### src/rtl/ntt_ctrl_pkg.sv
// Shared definitions for the Kyber NTT/INTT sequencer: butterfly mode
// encodings, FSM states, delay-line entry layout and ring dimensions.
package ntt_ctrl_pkg;

   localparam int N       = 256;
   localparam int NLAYERS = 7;
   localparam int COEF_W  = 16;

   localparam logic [1:0] BF_NTT    = 2'b00;
   localparam logic [1:0] BF_INTT   = 2'b01;
   localparam logic [1:0] BF_BYPASS = 2'b10;
   localparam logic [1:0] BF_IDLE   = 2'b11;

   typedef enum logic [1:0] {
      S_IDLE,
      S_ISSUE,
      S_DRAIN,
      S_DONE
   } state_t;

   // One slot of the read-to-write delay line.
   typedef struct packed {
      logic       valid;
      logic [7:0] a;
      logic [7:0] b;
   } dly_t;

endpackage

### src/rtl/ntt_addr_gen.sv
// Combinational pair/twiddle address mapping for one butterfly issue.
// Forward: Cooley-Tukey, span shrinking 128 -> 2.
// Inverse: Gentleman-Sande, span growing 2 -> 128, twiddle index descending.
module ntt_addr_gen (
   input  logic       inv,
   input  logic [2:0] l,
   input  logic [6:0] j,
   output logic [7:0] a,
   output logic [7:0] b,
   output logic [6:0] k
);

   logic [7:0] len;
   logic [7:0] g;
   logic [7:0] o;
   logic [7:0] a_w;

   // Group/offset decomposition of the pair index for the selected transform.
   always_comb begin
      // NOTE: every variable gets a default first so no path leaves it
      // unassigned, which would otherwise infer a latch.
      len = '0;
      g   = '0;
      o   = '0;
      a_w = '0;
      k   = '0;
      if (!inv) begin
         len = 8'd128 >> l;
         g   = {1'b0, j} >> (3'd7 - l);
         o   = {1'b0, j} & (len - 8'd1);
         a_w = (g << (4'd8 - {1'b0, l})) | o;
         k   = 7'((8'd1 << l) + g);
      end else begin
         len = 8'd2 << l;
         g   = {1'b0, j} >> ({1'b0, l} + 4'd1);
         o   = {1'b0, j} & (len - 8'd1);
         a_w = (g << ({1'b0, l} + 4'd2)) | o;
         k   = 7'((8'd128 >> l) - 8'd1 - g);
      end
   end

   assign a = a_w;
   assign b = a_w + len;

endmodule

### src/rtl/ntt_ctrl.sv
// Kyber NTT/INTT sequencer around a single butterfly unit (n=256, q=3329).
// Issues one coefficient pair per cycle for 128 cycles per layer, drains the
// RAM+butterfly pipeline between layers, and replays the read addresses as
// write-back addresses PIPE cycles later.
// Optional feature: define NTT_CTRL_CYCLE_CNT_EN to add the cycle_cnt output.
module ntt_ctrl
   import ntt_ctrl_pkg::*;
#(
   parameter int BF_LAT  = 4,
   parameter int RAM_LAT = 1
) (
   input  logic        clk,
   input  logic        rst,
   input  logic        start,
   input  logic        inv,
   output logic        busy,
   output logic        done,
   output logic        rd_en,
   output logic [7:0]  rd_addr_a,
   output logic [7:0]  rd_addr_b,
   output logic [7:0]  tw_addr,
   output logic [1:0]  bf_mode,
   output logic        wr_en,
   output logic [7:0]  wr_addr_a,
   output logic [7:0]  wr_addr_b
`ifdef NTT_CTRL_CYCLE_CNT_EN
   ,
   output logic [15:0] cycle_cnt
`endif
);

   localparam int PIPE = RAM_LAT + BF_LAT;
   localparam int DCW  = $clog2(PIPE + 1);

   state_t           state;
   logic             inv_r;
   logic [2:0]       l;
   logic [6:0]       j;
   logic [DCW-1:0]   drain_cnt;

   logic             gen_inv;
   logic [2:0]       gen_l;
   logic [6:0]       gen_j;
   logic [7:0]       gen_a;
   logic [7:0]       gen_b;
   logic [6:0]       gen_k;

   dly_t             dly [PIPE];

   // Select the pair that will be on the read port in the next cycle.
   always_comb begin
      gen_inv = inv_r;
      gen_l   = l;
      gen_j   = j + 7'd1;
      case (state)
         S_IDLE: begin
            gen_inv = inv;
            gen_l   = '0;
            gen_j   = '0;
         end
         S_DRAIN: begin
            gen_l = l + 3'd1;
            gen_j = '0;
         end
         default: ;
      endcase
   end

   ntt_addr_gen u_addr_gen (
      .inv (gen_inv),
      .l   (gen_l),
      .j   (gen_j),
      .a   (gen_a),
      .b   (gen_b),
      .k   (gen_k)
   );

   // Control FSM with registered read-side outputs.
   always_ff @(posedge clk) begin
      // NOTE: all sequential state uses non-blocking assignments so every
      // register samples pre-edge values regardless of statement order.
      if (rst) begin
         state     <= S_IDLE;
         inv_r     <= 1'b0;
         l         <= '0;
         j         <= '0;
         drain_cnt <= '0;
         busy      <= 1'b0;
         done      <= 1'b0;
         rd_en     <= 1'b0;
         rd_addr_a <= '0;
         rd_addr_b <= '0;
         tw_addr   <= '0;
         bf_mode   <= BF_IDLE;
      end else begin
         done <= 1'b0;
         case (state)
            S_IDLE: begin
               if (start) begin
                  inv_r     <= inv;
                  l         <= '0;
                  j         <= '0;
                  busy      <= 1'b1;
                  bf_mode   <= {1'b0, inv};
                  rd_en     <= 1'b1;
                  rd_addr_a <= gen_a;
                  rd_addr_b <= gen_b;
                  tw_addr   <= {gen_inv, gen_k};
                  state     <= S_ISSUE;
               end
            end
            S_ISSUE: begin
               if (j == 7'd127) begin
                  rd_en     <= 1'b0;
                  drain_cnt <= '0;
                  state     <= S_DRAIN;
               end else begin
                  j         <= gen_j;
                  rd_en     <= 1'b1;
                  rd_addr_a <= gen_a;
                  rd_addr_b <= gen_b;
                  tw_addr   <= {gen_inv, gen_k};
               end
            end
            S_DRAIN: begin
               if (drain_cnt == DCW'(PIPE - 1)) begin
                  if (l == 3'(NLAYERS - 1)) begin
                     done    <= 1'b1;
                     bf_mode <= BF_IDLE;
                     state   <= S_DONE;
                  end else begin
                     l         <= gen_l;
                     j         <= gen_j;
                     rd_en     <= 1'b1;
                     rd_addr_a <= gen_a;
                     rd_addr_b <= gen_b;
                     tw_addr   <= {gen_inv, gen_k};
                     state     <= S_ISSUE;
                  end
               end else begin
                  drain_cnt <= drain_cnt + DCW'(1);
               end
            end
            S_DONE: begin
               busy  <= 1'b0;
               state <= S_IDLE;
            end
            default: state <= S_IDLE;
         endcase
      end
   end

   // Read-to-write delay line matching RAM plus butterfly latency.
   always_ff @(posedge clk) begin
      if (rst) begin
         // NOTE: this small shift register is cleared on reset (unlike a data
         // RAM) because in-flight valid bits must not produce writes after an abort.
         for (int i = 0; i < PIPE; i++) dly[i] <= '0;
      end else begin
         dly[0] <= '{valid: rd_en, a: rd_addr_a, b: rd_addr_b};
         for (int i = 1; i < PIPE; i++) dly[i] <= dly[i-1];
      end
   end

   assign wr_en     = dly[PIPE-1].valid;
   assign wr_addr_a = dly[PIPE-1].a;
   assign wr_addr_b = dly[PIPE-1].b;

`ifdef NTT_CTRL_CYCLE_CNT_EN
   // Operation length counter, held after completion.
   always_ff @(posedge clk) begin
      if (rst) begin
         cycle_cnt <= '0;
      end else if (state == S_IDLE && start) begin
         cycle_cnt <= '0;
      end else if (busy) begin
         cycle_cnt <= cycle_cnt + 16'd1;
      end
   end
`endif

endmodule

### config.mk
export PLATFORM = sky130hd
export DESIGN_NAME = ntt_ctrl
export DESIGN_NICKNAME = d
export VERILOG_FILES = /design/src/rtl/ntt_ctrl_pkg.sv /design/src/rtl/ntt_addr_gen.sv /design/src/rtl/ntt_ctrl.sv
export SDC_FILE = /design/constraint.sdc
export NUM_CORES = 1
export LEC_CHECK = 0
export ABC_AREA = 1
export ABC_CLOCK_PERIOD_IN_PS = 4280
export CAP_MARGIN = 20
export CORE_MARGIN = 4
export CORE_UTILIZATION = 30
export DETAILED_ROUTE_END_ITERATION = 16
export PLACE_DENSITY = 0.48
export SLEW_MARGIN = 20
export SYNTH_ARGS = -nofsm -noshare
export SYNTH_HDL_FRONTEND = slang
export SYNTH_SLANG_ARGS = --single-unit
### constraint.sdc
create_clock -name clk -period 4.28 [get_ports clk]
set_clock_uncertainty 0.1 [all_clocks]
set_input_delay 0.428 -clock clk [delete_from_list [all_inputs] [get_ports clk]]
set_output_delay 0.428 -clock clk [all_outputs]
set_load 0.03 [all_outputs]
==> results of run 1 <==
==> what timing repair did <==
item | in CTS | in global routing
endpoints found under the setup margin | 0 | 4
setup buffers | 0 | 12
hold endpoints to repair | 0 | 0
resized for setup | 0 | 35
==> cell usage after synthesis, drive strengths merged <==
master,number
clkinv,3
a311oi,1
o21bai,1
nor3,4
dfxtp,130
o31ai,4
xnor2,3
nand2,163
or2,6
o221ai,1
a211oi,9
o311ai,1
o211ai,5
o21ai,60
a21oi,56
fa,3
o32ai,1
a22oi,1
clkbuf,23
a31oi,7
nor4,1
nand3,64
nor2,136
nand4,5
ha,37
inv,169
buf,29
nand3b,1
xor2,10
==> cells in the final DEF (no fill, tap or decap), types with 2 or more instances in the layout <==
cell	count
buf_6	5
clkinv_4	4
a21oi_1	53
o21ai_0	47
buf_4	48
nor2_4	2
nand2_4	4
nand2_2	14
inv_1	162
clkinv_2	2
a31oi_1	6
clkinv_1	2
nand4_1	5
buf_12	2
o211ai_1	5
nor3_1	4
inv_2	5
or2_2	4
nor2_1	130
clkbuf_16	17
xnor2_1	2
nand3_2	7
clkdlybuf4s50_1	48
o21ai_2	3
nand3_1	57
o31ai_1	4
inv_6	4
clkinvlp_4	4
fa_1	3
ha_2	4
a211oi_1	9
o21ai_1	9
xor2_1	8
nor2_2	4
ha_1	32
a21oi_2	2
nand2_1	145
dfxtp_1	129
xor2_2	2
clkbuf_8	2
==> through the flow <==
| stage | cells | power, mW | TNS, ps | area (sq um) | hold WS (ps) |
|---|---|---|---|---|---|
| 2_1_floorplan | 934 | 2.987 | 0 | 6710 | 288.3 |
| 3_3_place_gp | 1253 | 3.689 | 0 | 7574 | 288.2 |
| 3_5_place_dp | 1253 | 3.673 | 0 | 7574 | 291.6 |
| 4_1_cts | 1285 | 5.098 | 0 | 8153 | 295.1 |
| 5_1_grt | 1297 | 5.547 | -98.99 | 8348 | 305.5 |
| 6_report | 1297 | 5.173 | 0 | 8348 | 294.4 |
==> state kept, by name, summed over array words and instances, names as in the netlist <==
name / cells
state: 2
dly: 85
j: 7
done: 1
tw_addr: 8
rd_addr_b: 8
l: 3
inv_r: 1
rd_en: 1
busy: 1
bf_mode: 2
drain_cnt: 3
rd_addr_a: 8
==> routing by layer <==
layer | global-route usage | wire length [um] | part of all wire | up-vias
met5 | 0 | 0 | 0 | -
met4 | 0.04465 | 318 | 0.019 | 0
met3 | 0.02502 | 532 | 0.032 | 18
met2 | 0.2261 | 7810 | 0.47 | 88
met1 | 0.1770 | 8067 | 0.48 | 2600
li1 | - | - | - | 3045
==> power groups by stage <==
stage / clock network, mW / logic, mW / registers [mW]
6_report: 1.39 / 2.30 / 1.48
5_1_grt: 1.48 / 2.56 / 1.50
4_1_cts: 1.44 / 2.18 / 1.48
3_5_place_dp: 0 / 2.17 / 1.51
3_3_place_gp: 0 / 2.18 / 1.51
2_1_floorplan: 0 / 1.32 / 1.67
==> worst paths after layout <==
path | to | slack, ps | from | cells past startpoint
worst max-delay path | rd_addr_b[7] | 310 | state[1] | 29
worst min-delay path | dly[0][41] | 290 | dly[0][24] | 2
worst max register to register | rd_addr_b[7] | 310 | state[1] | 29
worst min register to register | dly[0][41] | 290 | dly[0][24] | 2
==> worst max-delay path: cells and delay by family, from the launching register on <==
family	cells	cell delay [ps]
buffers and inverters	8	710
flip-flops	1	360
AO/OA/AOI/OAI	5	640
XOR/XNOR	1	200
adder cells (fa/ha/maj)	4	820
AND/OR/NAND/NOR	11	1030
==> area by class of cell <==
class	count	area [sq um]
clock inverter	13	126.4
fill	2286	13540
tap	280	350.3
inverter	172	654.4
sequential	130	2604
multi-input combinational	580	3223
timing repair buffer	103	937.1
clock buffer	19	452.9
==> cells by family after synthesis <==
logic type               count (synthesis)
AND/OR/NAND/NOR                        380
buffers and inverters                  224
AO/OA/AOI/OAI                          147
flip-flops                             130
adder cells (fa/ha/maj)                 40
XOR/XNOR                                13
==> results.json, run 1 <==
{
  "status": "complete, no violations",
  "maxCapViolCount": 0,
  "post-route-util": 0.3813,
  "synth_mux_area_frac": 0,
  "nets": 1048,
  "yosys.area.top_type": "dfxtp_1",
  "switching_share": 0.4076,
  "dpl.hpwl_um": 12510,
  "core_area_sq_um": 21890,
  "fin_crit_ps": 3973,
  "leakage_nw": 3.723,
  "die-width_um": 157.6,
  "finalCritPeriodShare": 0.9283,
  "power_switching_mw": 2.109,
  "synth_nets": 978,
  "overflow": 0,
  "grt_max_degree": 71,
  "cts_tree": "yes",
  "cts.sinks": 130,
  "power.internal_mw": 3.064,
  "initial_core_util": 0.3065,
  "slew_headroom": 0.4534,
  "wirelength_um": 16730,
  "areaGrowthSynthToFinish_pct": 24.41,
  "finalWorstSetupSlack_ps": 307.0,
  "synth_cell_types": 47,
  "cts_htree_levels": 4,
  "cp-start-kind": "register",
  "synth_xor_area_frac": 0.01809,
  "synth_compound_area_frac": 0.1277,
  "synth_top_family_by_area": "simple AND/OR/NAND/NOR gates",
  "first_pass_iters": 5,
  "synth_cells": 934,
  "crit_type": "register to register",
  "rows": 54,
  "syn_avg_cell_area_sq_um": 7.184,
  "wl_per_cell_um": 12.90,
  "postRouteAntennaNets": 0,
  "powerDensity_nw_per_um2": 619.6,
  "rsz0062_at_grt": "true",
  "dp_slack_ps": 88.61,
  "drcViolationCount": 0,
  "ir_worst_vdd_mv": 0.3047,
  "endpoint_kind": "register",
  "finalHoldViolCount": 0,
  "synthTopCellsByArea": "dfxtp_1 39%, inv_1 9.1%, nand2_1 8.3%, nor2_1 7.3%, ha_1 6.9%",
  "clkTransAtPathRegs_ps": 60,
  "ios": 50,
  "critPathRequiredTime_ps": 4480,
  "n_antenna_cell": 0,
  "worst_path_largest_cell_delay_ps": 360,
  "antenna_found_initial": 0,
  "first_global_vias": 5190,
  "drv_slew": 0,
  "yosys.area.top_type_share": 0.3878,
  "grt_pass1_wl_um": 26530,
  "crit_fanout": 8,
  "drt-initial-drc-count": 224,
  "synthSimpleGateAreaFrac": 0.2441,
  "synth-seq-cells": 130,
  "slowest_stage": "dfxtp_2",
  "setup_viol": 0,
  "vias_per_cell": 4.434,
  "critPathMostFrequentCell": "inv_1",
  "root_buffer": "clkbuf_16",
  "track_usage": 0.1355,
  "sequentialPowerShare": 0.286,
  "pwr-share-comb": 0.445,
  "synth_fa_ha_area_frac": 0.07794,
  "min_path_type": "register to register",
  "drive_above_1_share": 0.1455,
  "crit_arrival_ps": 4180,
  "port_buffers": 49,
  "cts_made_buffers": 17,
  "via_count": 5751,
  "clock_path_buffers": 2,
  "die_h_um": 157.6,
  "synth_area_sq_um": 6710,
  "clock.fmax_ghz": 0.2517,
  "holdBufCountCts": 0,
  "die_area_sq_um": 24820,
  "routabilityCongestion": 0.9359,
  "synth-seq-area-share": 0.3878,
  "worstMarginPinSlew_ps": 814.9,
  "insertion_delay_ps": 400,
  "ys_warn_count": 0,
  "clkPwrFrac": 0.269
}
Power figures use the tool's default switching activity.
==> inputs of run 2 (changes only) <==
--- a/config.mk
+++ b/config.mk
@@ -9,9 +9,9 @@
 export ABC_CLOCK_PERIOD_IN_PS = 4280
 export CAP_MARGIN = 20
 export CORE_MARGIN = 4
-export CORE_UTILIZATION = 30
+export CORE_UTILIZATION = 40
 export DETAILED_ROUTE_END_ITERATION = 16
-export PLACE_DENSITY = 0.48
+export PLACE_DENSITY = 0.6
 export SLEW_MARGIN = 20
 export SYNTH_ARGS = -nofsm -noshare
 export SYNTH_HDL_FRONTEND = slang
==> run 2 against run 1 <==
  * Register-to-register slack is essentially flat
  * Highest routed layer unchanged
  * Critical path depth grew 1
  * Worst setup slack better by 7.5 ps
  * Flip-flop and latch count unchanged
  * First-iteration DRC count grew 38%
  * Combinational power barely moved
  * Sequential share of layout area rose by 0.59 points
  * Power is 0.59% lower
  * Sequential power about the same
==> results.json, run 2 (synthesis results as in run 1) <==
{
  "hold_depth": 2,
  "antenna_found_initial": 0,
  "rows": 47,
  "drt-initial-drc-count": 309,
  "crit_fanout": 8,
  "worstMarginPinSlew_ps": 996.6,
  "fin_crit_ps": 3966,
  "via_count": 5745,
  "wl_per_cell_um": 12.73,
  "wirelength_um": 15670,
  "die_h_um": 137.5,
  "crit_arrival_ps": 4170,
  "cts_htree_levels": 4,
  "slowest_stage": "dfxtp_2",
  "pwr-share-comb": 0.443,
  "ios": 50,
  "cts_tree": "yes",
  "insertion_delay_ps": 410,
  "worst_path_largest_cell_delay_ps": 350,
  "clkPwrFrac": 0.269,
  "postRouteAntennaNets": 0,
  "maxCapViolCount": 0,
  "cp-start-kind": "register",
  "port_buffers": 49,
  "leakage_nw": 3.710,
  "reg2reg_to": "rd_addr_b[7]",
  "wl_met3_um": 677,
  "critPathRequiredTime_ps": 4480,
  "finalWorstSetupSlack_ps": 314.5,
  "dr_wl_met2_um": 7220,
  "cts.sinks": 130,
  "routabilityCongestion": 0.9369,
  "r2r_setup_slack_ps": 310,
  "grt_pass1_wl_um": 25190,
  "post-route-cell-area_sq_um": 8193,
  "setup-tns-final_ps": 0,
  "top_register": "dly",
  "cp_top_family": "simple AND/OR/NAND/NOR gates",
  "dpl_cell_area_sq_um": 7473,
  "cp.depth": 30,
  "critPathBufInv": 6,
  "top_layer": "met4",
  "drive_above_1_share": 0.1325,
  "min_path_type": "register to register",
  "cts_made_buffers": 17,
  "r2r-start": "state[1]",
  "finalCritPeriodShare": 0.9265,
  "finalHoldViolCount": 0,
  "power.internal_mw": 3.104,
  "clkTransAtPathRegs_ps": 60,
  "core_area_sq_um": 16520,
  "rr_worst_depth": 30,
  "setup_viol": 0,
  "first_global_vias": 5211,
  "switching_share": 0.3963,
  "wl_met1_um": 7347,
  "dpl.hpwl_um": 11780,
  "crit_type": "register to register",
  "track_usage": 0.1713,
  "die-width_um": 137.5,
  "power_switching_mw": 2.038,
  "root_buffer": "clkbuf_16",
  "initial_core_util": 0.4061,
  "mostFrequentLayoutCell": "inv_1",
  "grt_max_degree": 104,
  "drcViolationCount": 0,
  "sequentialPowerShare": 0.288,
  "mostFrequentLayoutCells": "162 x inv_1, 145 x nand2_1, 131 x nor2_1, 129 x dfxtp_1, 60 x nand3_1",
  "dp_slack_ps": -2.395,
  "die_area_sq_um": 18910,
  "nets": 1043,
  "powerDensity_nw_per_um2": 627.7,
  "n_antenna_cell": 0,
  "first_pass_iters": 5,
  "areaGrowthSynthToFinish_pct": 22.10,
  "holdBufCountCts": 0,
  "endpoint_kind": "register",
  "overflow": 0,
  "hold_path_end": "dly[0][21]",
  "drv_slew": 0,
  "clock.fmax_ghz": 0.2522,
  "min-delay-start": "dly[0][4]",
  "clock_path_buffers": 2,
  "status": "complete, no violations",
  "vias_per_cell": 4.667,
  "largest_register_ffs": 85,
  "ir_worst_vdd_mv": 0.2866,
  "slew_headroom": 0.3356
}
[run 2: layout make-up]
cell class / instances / area (sq um)
Tap cell: 220 / 275.3
Inverter: 172 / 651.9
Timing Repair Buffer: 98 / 879.6
Clock inverter: 9 / 106.4
Clock buffer: 22 / 464.2
Multi-Input combinational cell: 580 / 3212
Fill cell: 1619 / 8332
Sequential cell: 130 / 2604
[run 2: worst max path at each step]
stage / to / from
6_report: rd_addr_b[7] / state[1]
5_1_grt: rd_addr_b[7] / state[1]
4_1_cts: rd_addr_b[7] / state[0]
3_5_place_dp: rd_addr_b[7] / state[0]
3_3_place_gp: rd_addr_b[7] / state[0]
2_1_floorplan: rd_addr_b[7] / state[0]
[run 2: through the flow]
| stage | std cells | power [mW] | hold slack (ps) | utilization |
|---|---|---|---|---|
| after CTS | 1224 | 5.045 | 299.2 | 0.4871 |
| after detailed placement | 1193 | 3.642 | 292.3 | 0.4523 |
| after floorplan | 934 | 2.987 | 288.3 | - |
| after global placement | 1193 | 3.644 | 288.4 | 0.4523 |
| final | 1231 | 5.142 | 296.4 | 0.4958 |
| after global routing | 1231 | 5.487 | 309.4 | 0.4958 |
[run 2: layer usage]
| layer | track usage | vias up |
|---|---|---|
| met4 | 0.07373 | 0 |
| met2 | 0.2763 | 127 |
| li1 | - | 3027 |
| met1 | 0.2215 | 2559 |
| met5 | 0 | - |
| met3 | 0.03543 | 32 |
[run 2: worst reg2reg max path: cells and delay by family (launching register included)]
kind | cells | cell delay [ps]
simple gates | 14 | 1230
compound gates | 8 | 1150
fa+ha+maj | 2 | 530
buf+inv | 6 | 510
flops | 1 | 350
[run 2: power groups by stage]
stage	clock (mW)	combinational [mW]	sequential (mW)
after floorplan	0	1.32	1.67
after global routing	1.47	2.52	1.50
after global placement	0	2.14	1.51
final	1.38	2.28	1.48
after detailed placement	0	2.14	1.51
after CTS	1.41	2.15	1.48
[run 2: timing repair]
| item | 4_1_cts | 5_1_grt |
|---|---|---|
| resized for setup | 1 | 28 |
| setup endpoints to repair | 1 | 5 |
| pin swaps | 0 | 1 |
| gates cloned | 0 | 0 |
| setup buffers | 0 | 7 |
==> inputs of run 3 (changes only) <==
--- a/config.mk
+++ b/config.mk
@@ -10,9 +10,11 @@
 export CAP_MARGIN = 20
 export CORE_MARGIN = 4
 export CORE_UTILIZATION = 40
+export CTS_CLUSTER_SIZE = 40
 export DETAILED_ROUTE_END_ITERATION = 16
-export PLACE_DENSITY = 0.6
-export SLEW_MARGIN = 20
+export DONT_BUFFER_PORTS = 1
+export PLACE_DENSITY = 0.56
+export SLEW_MARGIN = 25
 export SYNTH_ARGS = -nofsm -noshare
 export SYNTH_HDL_FRONTEND = slang
 export SYNTH_SLANG_ARGS = --single-unit
==> run 3 against run 2 <==
  * Power is 0.49% lower
  * Worst setup slack improved by 8.8 ps
  * Flip-flop and latch count unchanged
  * Critical endpoint unchanged
  * Via count down 3.3%
  * Core utilization fell by 1.9 points
  * Hold slack lost 260 ps
  * Clock power rose by 12%
  * Non-clock buffer count fell by 45
  * Maximum frequency up 0.22%
  * Final cell count decreased by 3.6%
==> results.json, run 3 (synthesis results as in run 1) <==
{
  "nFillCells": 1642,
  "drive_above_1_share": 0.1499,
  "cts_tree": "yes",
  "fin_crit_ps": 3957,
  "setup_viol": 0,
  "post-route-util": 0.4763,
  "dpl.hpwl_um": 11480,
  "finalCritPeriodShare": 0.9245,
  "r2r-start": "state[1]",
  "port_buffers": 0,
  "root_buffer": "clkbuf_16",
  "critPathMostFrequentCell": "inv_1",
  "ios": 50,
  "reg2reg_to": "rd_addr_b[7]",
  "via_count": 5557,
  "leakage_nw": 3.584,
  "nets": 998,
  "vias_per_cell": 4.682,
  "ir_worst_vdd_mv": 0.3280,
  "cp-start-kind": "register",
  "crit_type": "register to register",
  "largest_register_ffs": 85,
  "mostFrequentLayoutCell": "inv_1",
  "multi_input_area_sq_um": 3234,
  "grt_max_degree": 97,
  "wl_per_cell_um": 13.44,
  "cts_made_buffers": 17,
  "status": "complete, no violations",
  "slew_headroom": 0.5035,
  "finalHoldViolCount": 0,
  "clock_path_buffers": 2,
  "die_h_um": 137.5,
  "core_area_sq_um": 16520,
  "antenna_found_initial": 0,
  "initial_core_util": 0.4061,
  "first_global_vias": 5279,
  "die-width_um": 137.5,
  "post-route-cell-area_sq_um": 7871,
  "min_path_type": "input port to register",
  "crit_arrival_ps": 4170,
  "drt-initial-drc-count": 454,
  "insertion_delay_ps": 410,
  "worst_path_largest_cell_delay_ps": 370,
  "slowest_stage": "dfxtp_4",
  "whs_ps": 31.52,
  "first_pass_iters": 4,
  "crit_fanout": 7,
  "p_total_mw": 5.117,
  "track_usage": 0.1765,
  "die_area_sq_um": 18910,
  "dpl_cell_area_sq_um": 6993,
  "finalWorstSetupSlack_ps": 323.3,
  "top_register": "dly",
  "rr_worst_depth": 29,
  "r2r_setup_slack_ps": 320,
  "drv_slew": 0,
  "wirelength_um": 15960,
  "drcViolationCount": 0,
  "critPathRequiredTime_ps": 4490,
  "n_antenna_cell": 0,
  "place_inst": 1145,
  "areaGrowthSynthToFinish_pct": 17.30,
  "powerDensity_nw_per_um2": 650.1,
  "setup-tns-final_ps": 0,
  "postRouteAntennaNets": 0,
  "cts.sinks": 130,
  "grt_pass1_wl_um": 26120,
  "maxCapViolCount": 0,
  "overflow": 0,
  "crit_path_end": "rd_addr_b[7]",
  "dp_slack_ps": 30.80,
  "worstMarginPinSlew_ps": 740.2,
  "clkTransAtPathRegs_ps": 60,
  "routabilityCongestion": 0.9876,
  "crit_start": "state[1]",
  "endpoint_kind": "register",
  "rows": 47,
  "cts_htree_levels": 4,
  "clock.fmax_ghz": 0.2527,
  "regArea_sq_um": 2606,
  "finalNonFillerCells": 1187,
  "mostFrequentLayoutCells": "163 x inv_1, 144 x nand2_1, 131 x nor2_1, 129 x dfxtp_1, 59 x nand3_1"
}
==> run 3: metal layers <==
metal,GRT usage,up-vias,part of all wire
li1,-,2961,-
met1,0.2250,2458,0.46
met2,0.2915,113,0.47
met3,0.04127,25,0.049
met4,0.06264,0,0.022
met5,0,-,0
==> run 3: timing repair <==
item,in CTS,in global routing
gates resized for setup,0,43
setup buffers,0,8
hold buffers,2,0
setup endpoints to repair,0,5
hold endpoints to repair,96,0
==> run 3: final cells by class <==
cell class,instances,share of cell area
Clock buffer,18,0.05579
Clock inverter,14,0.02559
Inverter,172,0.08313
Multi-Input combinational cell,580,0.4109
Sequential cell,130,0.3311
Tap cell,220,0.03497
Timing Repair Buffer,53,0.05850
==> run 3: how the worst min path moves through the flow <==
stage                    start          to  slack [ps]  depth (start not counted)
finish                   start       inv_r          30                          1
CTS                      start       inv_r          20                          1
global route             start       inv_r          20                          1
detailed placement  dly[0][56]  dly[0][73]         290                          2
floorplan            dly[0][0]  dly[0][17]         290                          2
global placement    dly[0][28]  dly[0][45]         290                          2
==> run 3: report_power, final <==
group / internal (mW) / switching (mW)
registers: 1.39 / 0.293
clock network: 0.999 / 0.551
logic: 0.667 / 1.21
total: 3.06 / 2.06
==> run 3: worst max-delay path, delay by kind of cell (launching register included) <==
kind                       cells  cell delay (ps)
xor gates and xnor gates       1              150
AOI/OAI and AO/OA              5              710
DFF                            1              370
buffers and inverters          7              530
and+or+nand+nor               12             1030
adders and majority gates      4              980
